==> src/rtl/seq_mult_param.sv <==
// rtl/seq_mult_param.sv - parametrised sequential shift-add multiplier
//
// Purpose:
//    WIDTH x WIDTH -> 2*WIDTH shift-add multiplier. The product builds up in
//    {A,B}, and X is the extension/carry bit above A. Signed operation uses
//    two's complement, with a subtract on the final step. Unsigned operation
//    uses X as the carry out of the add.
//
// Ports:
//    Clk           in   clock; all state updates on the rising edge
//    Reset         in   synchronous, active-high reset
//    Run           in   start request; level sampled in IDLE, must drop to re-arm
//    ClearA_LoadB  in   in IDLE: A<=0, X<=0, B<=S (takes priority over Run)
//    S             in   multiplicand; must be stable while Busy
//    Aval          out  register A (product upper half)
//    Bval          out  register B (multiplier, then product lower half)
//    X             out  sign-extension (signed) or carry (unsigned) bit
//    P             out  {Aval,Bval}
//    Busy          out  high in CLR/ADD/SHIFT
//    Done          out  high in DONE

module seq_mult_param #(
   parameter int WIDTH  = 8,
   parameter int SIGNED = 1
) (
   input  logic                 Clk,
   input  logic                 Reset,
   input  logic                 Run,
   input  logic                 ClearA_LoadB,
   input  logic [WIDTH-1:0]     S,
   output logic [WIDTH-1:0]     Aval,
   output logic [WIDTH-1:0]     Bval,
   output logic                 X,
   output logic [2*WIDTH-1:0]   P,
   output logic                 Busy,
   output logic                 Done
);

   localparam int CW = $clog2(WIDTH);
   localparam logic [CW-1:0] LAST = CW'(WIDTH - 1);

   typedef enum logic [2:0] {
      ST_IDLE,
      ST_CLR,
      ST_ADD,
      ST_SHIFT,
      ST_DONE
   } state_t;

   state_t            state;
   logic [WIDTH-1:0]  a_q;
   logic [WIDTH-1:0]  b_q;
   logic              x_q;
   logic [CW-1:0]     cnt;

   logic [WIDTH:0]    aug;
   logic [WIDTH:0]    addend;
   logic [WIDTH:0]    sum;

   // A WIDTH+1 bit adder is wide enough for the sum or difference of two
   // extended operands. The signed multiplier's MSB carries negative weight,
   // so the last partial product is subtracted.
   always_comb begin
      aug    = (SIGNED != 0) ? {a_q[WIDTH-1], a_q} : {1'b0, a_q};
      addend = (SIGNED != 0) ? {S[WIDTH-1], S}     : {1'b0, S};
      if ((SIGNED != 0) && (cnt == LAST))
         sum = aug - addend;
      else
         sum = aug + addend;
   end

   always_ff @(posedge Clk) begin
      if (Reset) begin
         state <= ST_IDLE;
         a_q   <= '0;
         b_q   <= '0;
         x_q   <= 1'b0;
         cnt   <= '0;
         Busy  <= 1'b0;
         Done  <= 1'b0;
      end else begin
         case (state)
            ST_IDLE: begin
               if (ClearA_LoadB) begin
                  a_q <= '0;
                  x_q <= 1'b0;
                  b_q <= S;
               end else if (Run) begin
                  state <= ST_CLR;
                  Busy  <= 1'b1;
               end
            end
            ST_CLR: begin
               a_q   <= '0;
               x_q   <= 1'b0;
               cnt   <= '0;
               state <= ST_ADD;
            end
            ST_ADD: begin
               if (b_q[0])
                  {x_q, a_q} <= sum;
               state <= ST_SHIFT;
            end
            ST_SHIFT: begin
               // In signed mode X is the sign, so it replicates into A's MSB.
               a_q <= {x_q, a_q[WIDTH-1:1]};
               b_q <= {a_q[0], b_q[WIDTH-1:1]};
               if (SIGNED == 0)
                  x_q <= 1'b0;
               cnt <= cnt + 1'b1;
               if (cnt == LAST) begin
                  state <= ST_DONE;
                  Busy  <= 1'b0;
                  Done  <= 1'b1;
               end else begin
                  state <= ST_ADD;
               end
            end
            ST_DONE: begin
               if (!Run) begin
                  state <= ST_IDLE;
                  Done  <= 1'b0;
               end
            end
            default: begin
               state <= ST_IDLE;
               Busy  <= 1'b0;
               Done  <= 1'b0;
            end
         endcase
      end
   end

   assign Aval = a_q;
   assign Bval = b_q;
   assign X    = x_q;
   assign P    = {a_q, b_q};

endmodule

==> config.mk <==
export PLATFORM = sky130hd
export DESIGN_NAME = seq_mult_param
export DESIGN_NICKNAME = d
export VERILOG_FILES = /design/src/rtl/seq_mult_param.sv
export SDC_FILE = /design/constraint.sdc
export NUM_CORES = 1
export LEC_CHECK = 0
export ABC_AREA = 0
export CAP_MARGIN = 20
export CORE_MARGIN = 2
export CORE_UTILIZATION = 49
export CTS_CLUSTER_DIAMETER = 200
export DETAILED_ROUTE_END_ITERATION = 6
export PLACE_DENSITY = 0.8
export SLEW_MARGIN = 20
export SYNTH_ARGS = -nofsm -noshare
export SYNTH_HDL_FRONTEND = slang
export SYNTH_SLANG_ARGS = --single-unit
==> constraint.sdc <==
create_clock -name Clk -period 3.3 [get_ports Clk]
set_input_delay 0.33 -clock Clk [delete_from_list [all_inputs] [get_ports Clk]]
set_output_delay 0.33 -clock Clk [all_outputs]
set_load 0.02 [all_outputs]
======== Word level (Yosys, flattened, before mapping) ========
Cells that the tools add are included.
storage, ports and cells
  flip-flop bits (word level) ............. 25
  input port bits ......................... 12
  output and inout port bits .............. 35
  logic and storage cells ................. 58
cells by class
  $add $sub $neg .......................... 3
  equality and inequality tests ........... 11
  mux-type cells .......................... 22
  bitwise operators ....................... 2
  reductions and logical operators ........ 13
operators with widths
  cell                                            count
  case mux 8 bit (4 select lines)                 1
  2-to-1 mux 8 bit                                3
  case mux 8 bit (2 select lines)                 1
  case mux 3 bit (5 select lines)                 1
  2-to-1 mux 3 bit                                4
  != test 2 bit (second input constant)           6
  AND reduction 3 bit                             4
  adder 8 x 8 -> 9 bit                            1
  2-to-1 mux 9 bit                                1
  case mux 1 bit (3 select lines)                 3
  subtractor 8 x 8 -> 9 bit                       1
  2-to-1 mux 1 bit                                7
  == test 3 x 2 -> 1 bit (second input constant)  2
  == test 3 bit (second input constant)           2
  case mux 3 bit (2 select lines)                 1
  OR reduction 3 bit                              2
  AND reduction 4 bit                             1
  nonzero test 2 bit                              2
  nonzero test 4 bit                              1
  adder 3 x 1 -> 3 bit (second input constant)    1
  == test 3 x 1 -> 1 bit (second input constant)  1
  zero test 3 bit                                 1
  nonzero test 3 bit                              1
  NOT 1 bit                                       2
  AND reduction 2 bit                             1

======== Depth between registers and ports, before layout ========
  depth after elaboration ................. 4
  gate-level depth with buffers ........... 11
  gate-level depth less buffers ........... 10

======== Least setup slack after synthesis ========
OpenSTA, ideal clock, no wires.
  kind .................................... register -> register
  start point ............................. reg cnt[0]
  end point ............................... reg a_q[3], in the netlist Aval[3]
  library setup time ...................... 121 ps
  arrival ................................. 2,416 ps
  required time ........................... 3,179 ps
  slack ................................... 763 ps
  cell stages (with the launch flop) ...... 12
  buffers on the path ..................... 1
  period minus slack after synthesis ...... 2,537 ps
  cell sequence ........................... dfxtp_1 ha_1 ha_1 clkbuf_1 mux2_2 inv_1 ha_1 nor2b_1 o21a_1 or3_1 a32oi_1 a21oi_1
on the way
  word-level cells in the longest chain between the ends .. 4
RTL lines
  what                             line  RTL
  start, declared                  54    logic [CW-1:0] cnt;
  start signal, assigned           110   cnt <= cnt + 1'b1;
  == test 3 bit                    66    if ((SIGNED != 0) && (cnt == LAST))
  2-to-1 mux 9 bit                 66
  2-to-1 mux 8 bit                 100   if (b_q[0])
  case mux 8 bit (4 select lines)  82    case (state)
  end signal, assigned             101   {x_q, a_q} <= sum;
  end signal, assigned             106   a_q <= {x_q, a_q[WIDTH-1:1]};
  end, declared                    51    logic [WIDTH-1:0] a_q;
Every way passes these cells. The select of a mux whose other input is x is not followed.
A chain may end at the register's enable or synchronous reset.

======== Worst setup path after layout ========
  start point ............................. reg cnt[0]
  end point ............................... reg a_q[5], in the netlist Aval[5]
Same word-level chain as after synthesis.

==> results.yml <==
sta:
  clock_skew_ns: 0.00404
  relSlewSlack: 0.436
  period_needed_ns: 2.67
  finalCritPeriodShare: 0.810
  fmax_mhz: 374
  setup_viol: 0
  slew_violations: 0
  rsz0062_at_grt: "false"
  hold_violations: 0
  fin_setup_tns_ns: 0
  tightest_slew_ns: 0.845
  setup_slack_ns: 0.626
global_routing:
  grt_pass1_vias: 1465
  grt_max_degree: 21
  antenna_found_initial: 0
  grtUsageMet3: 0.0497
  grt_overflow: 0
  track_usage: 0.203
  grt.busiest_layer: "met2"
  gr-usage-met2: 0.327
  use_met1: 0.264
  grt_pass1_wl_um: 6830
yosys:
  synth-xor-area-share: 0.0472
  synthCells: 237
  synth_compound_area_frac: 0.233
  synth_top_cell_area_share: 0.270
  synth_seq_cells: 25
  yosysWarnings: 0
  synth_common_cells: "nor2_1 (36), dfxtp_1 (25), buf_4 (19)"
  syn-cell-area_um2: 1860
  synth_top_family_by_area: "compound AO/OA/AOI/OAI gates"
  synth_area_leader_cell: "dfxtp_1"
  synth_edf_count: 0
  synthAdderAreaFrac: 0.0850
  synth_seq_area_share: 0.270
  async_flop_share: 0
  syn_nets: 261
  synthMuxAreaShare: 0.0337
  synth_ff_type: "dfxtp_1"
  synthTopCellsByArea: "dfxtp_1 (27%), buf_4 (7.7%), ha_1 (7.4%)"
  ys_types: 45
  synthSimpleGateAreaFrac: 0.210
  synth_area_per_cell_um2: 7.83
  synth.most_common_cell: "nor2_1"
cts:
  clkSinkCount: 25
  holdBufCountCts: 0
  clk_latency_ns: 0.28
  path_clk_slew_ns: 0.09
  h-tree-depth: 1
  cts_setup_buffers: 0
  cts_root_buf: "clkbuf_8"
  post_cts_resized: 0
  numCtsBuffers: 3
  clockBufferDepth: 2
  tritoncts: "yes"
routing:
  dr.pass1.iters: 4
  vias: 1708
  ant_nets: 0
  drt-total-wl_um: 4240
  drt-wirelength-per-cell_um: 13.7
  drt_iter0_drc: 107
  vias_per_cell: 5.53
  drc: 0
min_path:
  whs_path_depth: 2
  hold_start: "cnt[2]"
  hold_end: "cnt[2]"
  hp-class: "reg2reg"
setup_path:
  worstPathRequired_ns: 3.43
  crit_fanout: 12
  cp-start-kind: "register"
  critPathCaptureType: "register"
  reg2reg_from: "cnt[0]"
  arrival_ns: 2.81
  rrSetupSlack_ns: 0.63
  r2r_end: "Aval[5]"
  worstSetupPathType: "reg2reg"
  reg2reg_depth: 10
power_and_ir_drop:
  power_uw: 910
  combPwrFrac: 0.390
  peakVddDrop_v: 0.000219
  powerDensity_nw_per_um2: 406
  p_seq_frac: 0.396
  p_sw_uw: 331
  p_leak_uw: 0.000832
  switching_share: 0.364
  clock_power_share: 0.214
  intPower_uw: 579
layout:
  fin_area_um2: 2240
  antenna_cells: 0
  nets: 286
  drive_above_1_share: 0.0536
  syn2layout_area_growth_pct: 20.8
  final_core_utilization: 0.612
placement:
  place_ws_ns: 0.350
  gp_congestion: 0.831
  post-dp-hpwl_um: 3160
  io_buffers: 46
  dpl-instance-area_um2: 2190
status:
  status: "complete, no violations"
die:
  io_pins: 47
  die_w_um: 65.5
  fp.dieH_um: 65.5
  std_cell_rows: 22
  start_util: 0.507
  dieArea_um2: 4290
  core_area_um2: 3660
run:
  drv_cap: 0
[sequential cells by signal, indices dropped and copies added (netlist names)]
name and count:
Aval 8, X 1, Busy 1, Done 1, cnt 3, state 3, Bval 8
[worst max-delay path by stage]
stage	from	endpoint	slack (ns)	depth (start not counted)
5_1_grt	cnt[0]	Aval[5]	0.38	10
6_report	cnt[0]	Aval[5]	0.63	10
3_5_place_dp	S[2]	X	0.35	11
3_3_place_gp	S[2]	Aval[5]	0.37	9
4_1_cts	cnt[0]	Aval[5]	0.62	10
2_1_floorplan	cnt[0]	Aval[3]	0.76	11
[power groups by stage]
stage                     sequential (uW)  clock, uW  combinational [uW]
final                                 360        195                 355
after global routing                  366        211                 389
after CTS                             361        199                 356
after detailed placement              368          0                 355
after global placement                367          0                 351
after floorplan                       383          0                 234
[cells by family (layout without fill, tap and decap cells)]
family / count (synthesis) / in the layout
AOI/OAI and AO/OA: 67 / 67
xor gates and xnor gates: 10 / 10
adders and majority gates: 12 / 12
buffers and inverters: 36 / 60
DFF: 25 / 25
muxes: 6 / 6
and+or+nand+nor: 81 / 81
[through the flow]
step                      hold WS (ns)  instances
after global routing             0.507        309
after global placement           0.444        305
after CTS                        0.471        309
after detailed placement         0.458        305
final                            0.468        309
after floorplan                  0.436        237
[cell type report]
class	instances	area, um2
fill	353	1420
sequential	25	500
clock buffer	3	41.3
tap	48	60.1
multi-input combinational	176	1130
clock inverter	1	7.51
timing repair buffer	47	468
inverter	9	33.8
[worst max-delay path: stages (launching register included)]
cell and delay [ns]:
dfxtp_1 0.36, ha_1 0.15, ha_1 0.42, mux2_2 0.41, inv_1 0.06, ha_1 0.21, nor2b_1 0.14, o21a_1 0.17
o21ai_0 0.28, mux2i_1 0.23, a31oi_1 0.09
[routing by layer]
metal | vias up | share of wire
li1 | 882 | -
met4 | 0 | 0.014
met1 | 782 | 0.47
met2 | 39 | 0.47
met5 | - | 0
met3 | 5 | 0.044
[layout by cell type, fill, tap and decap left out, types with 2 or more instances in the layout]
cell type / instances
a211oi_1: 6
a21oi_1: 17
a21oi_2: 2
a311oi_1: 6
a31oi_1: 6
a32oi_1: 2
and3_1: 2
clkbuf_8: 3
clkdlybuf4s50_1: 46
dfxtp_1: 25
ha_1: 11
inv_1: 9
mux2_2: 2
mux2i_1: 4
nand2_1: 17
nand3_1: 4
nor2_1: 36
nor2_2: 2
nor2b_1: 2
nor3_1: 3
nor3b_1: 5
nor4_1: 2
o211ai_1: 2
o21a_1: 2
o21ai_0: 16
or3_1: 2
xnor2_1: 8
xor2_1: 2
(Power assumes the default switching activity.)
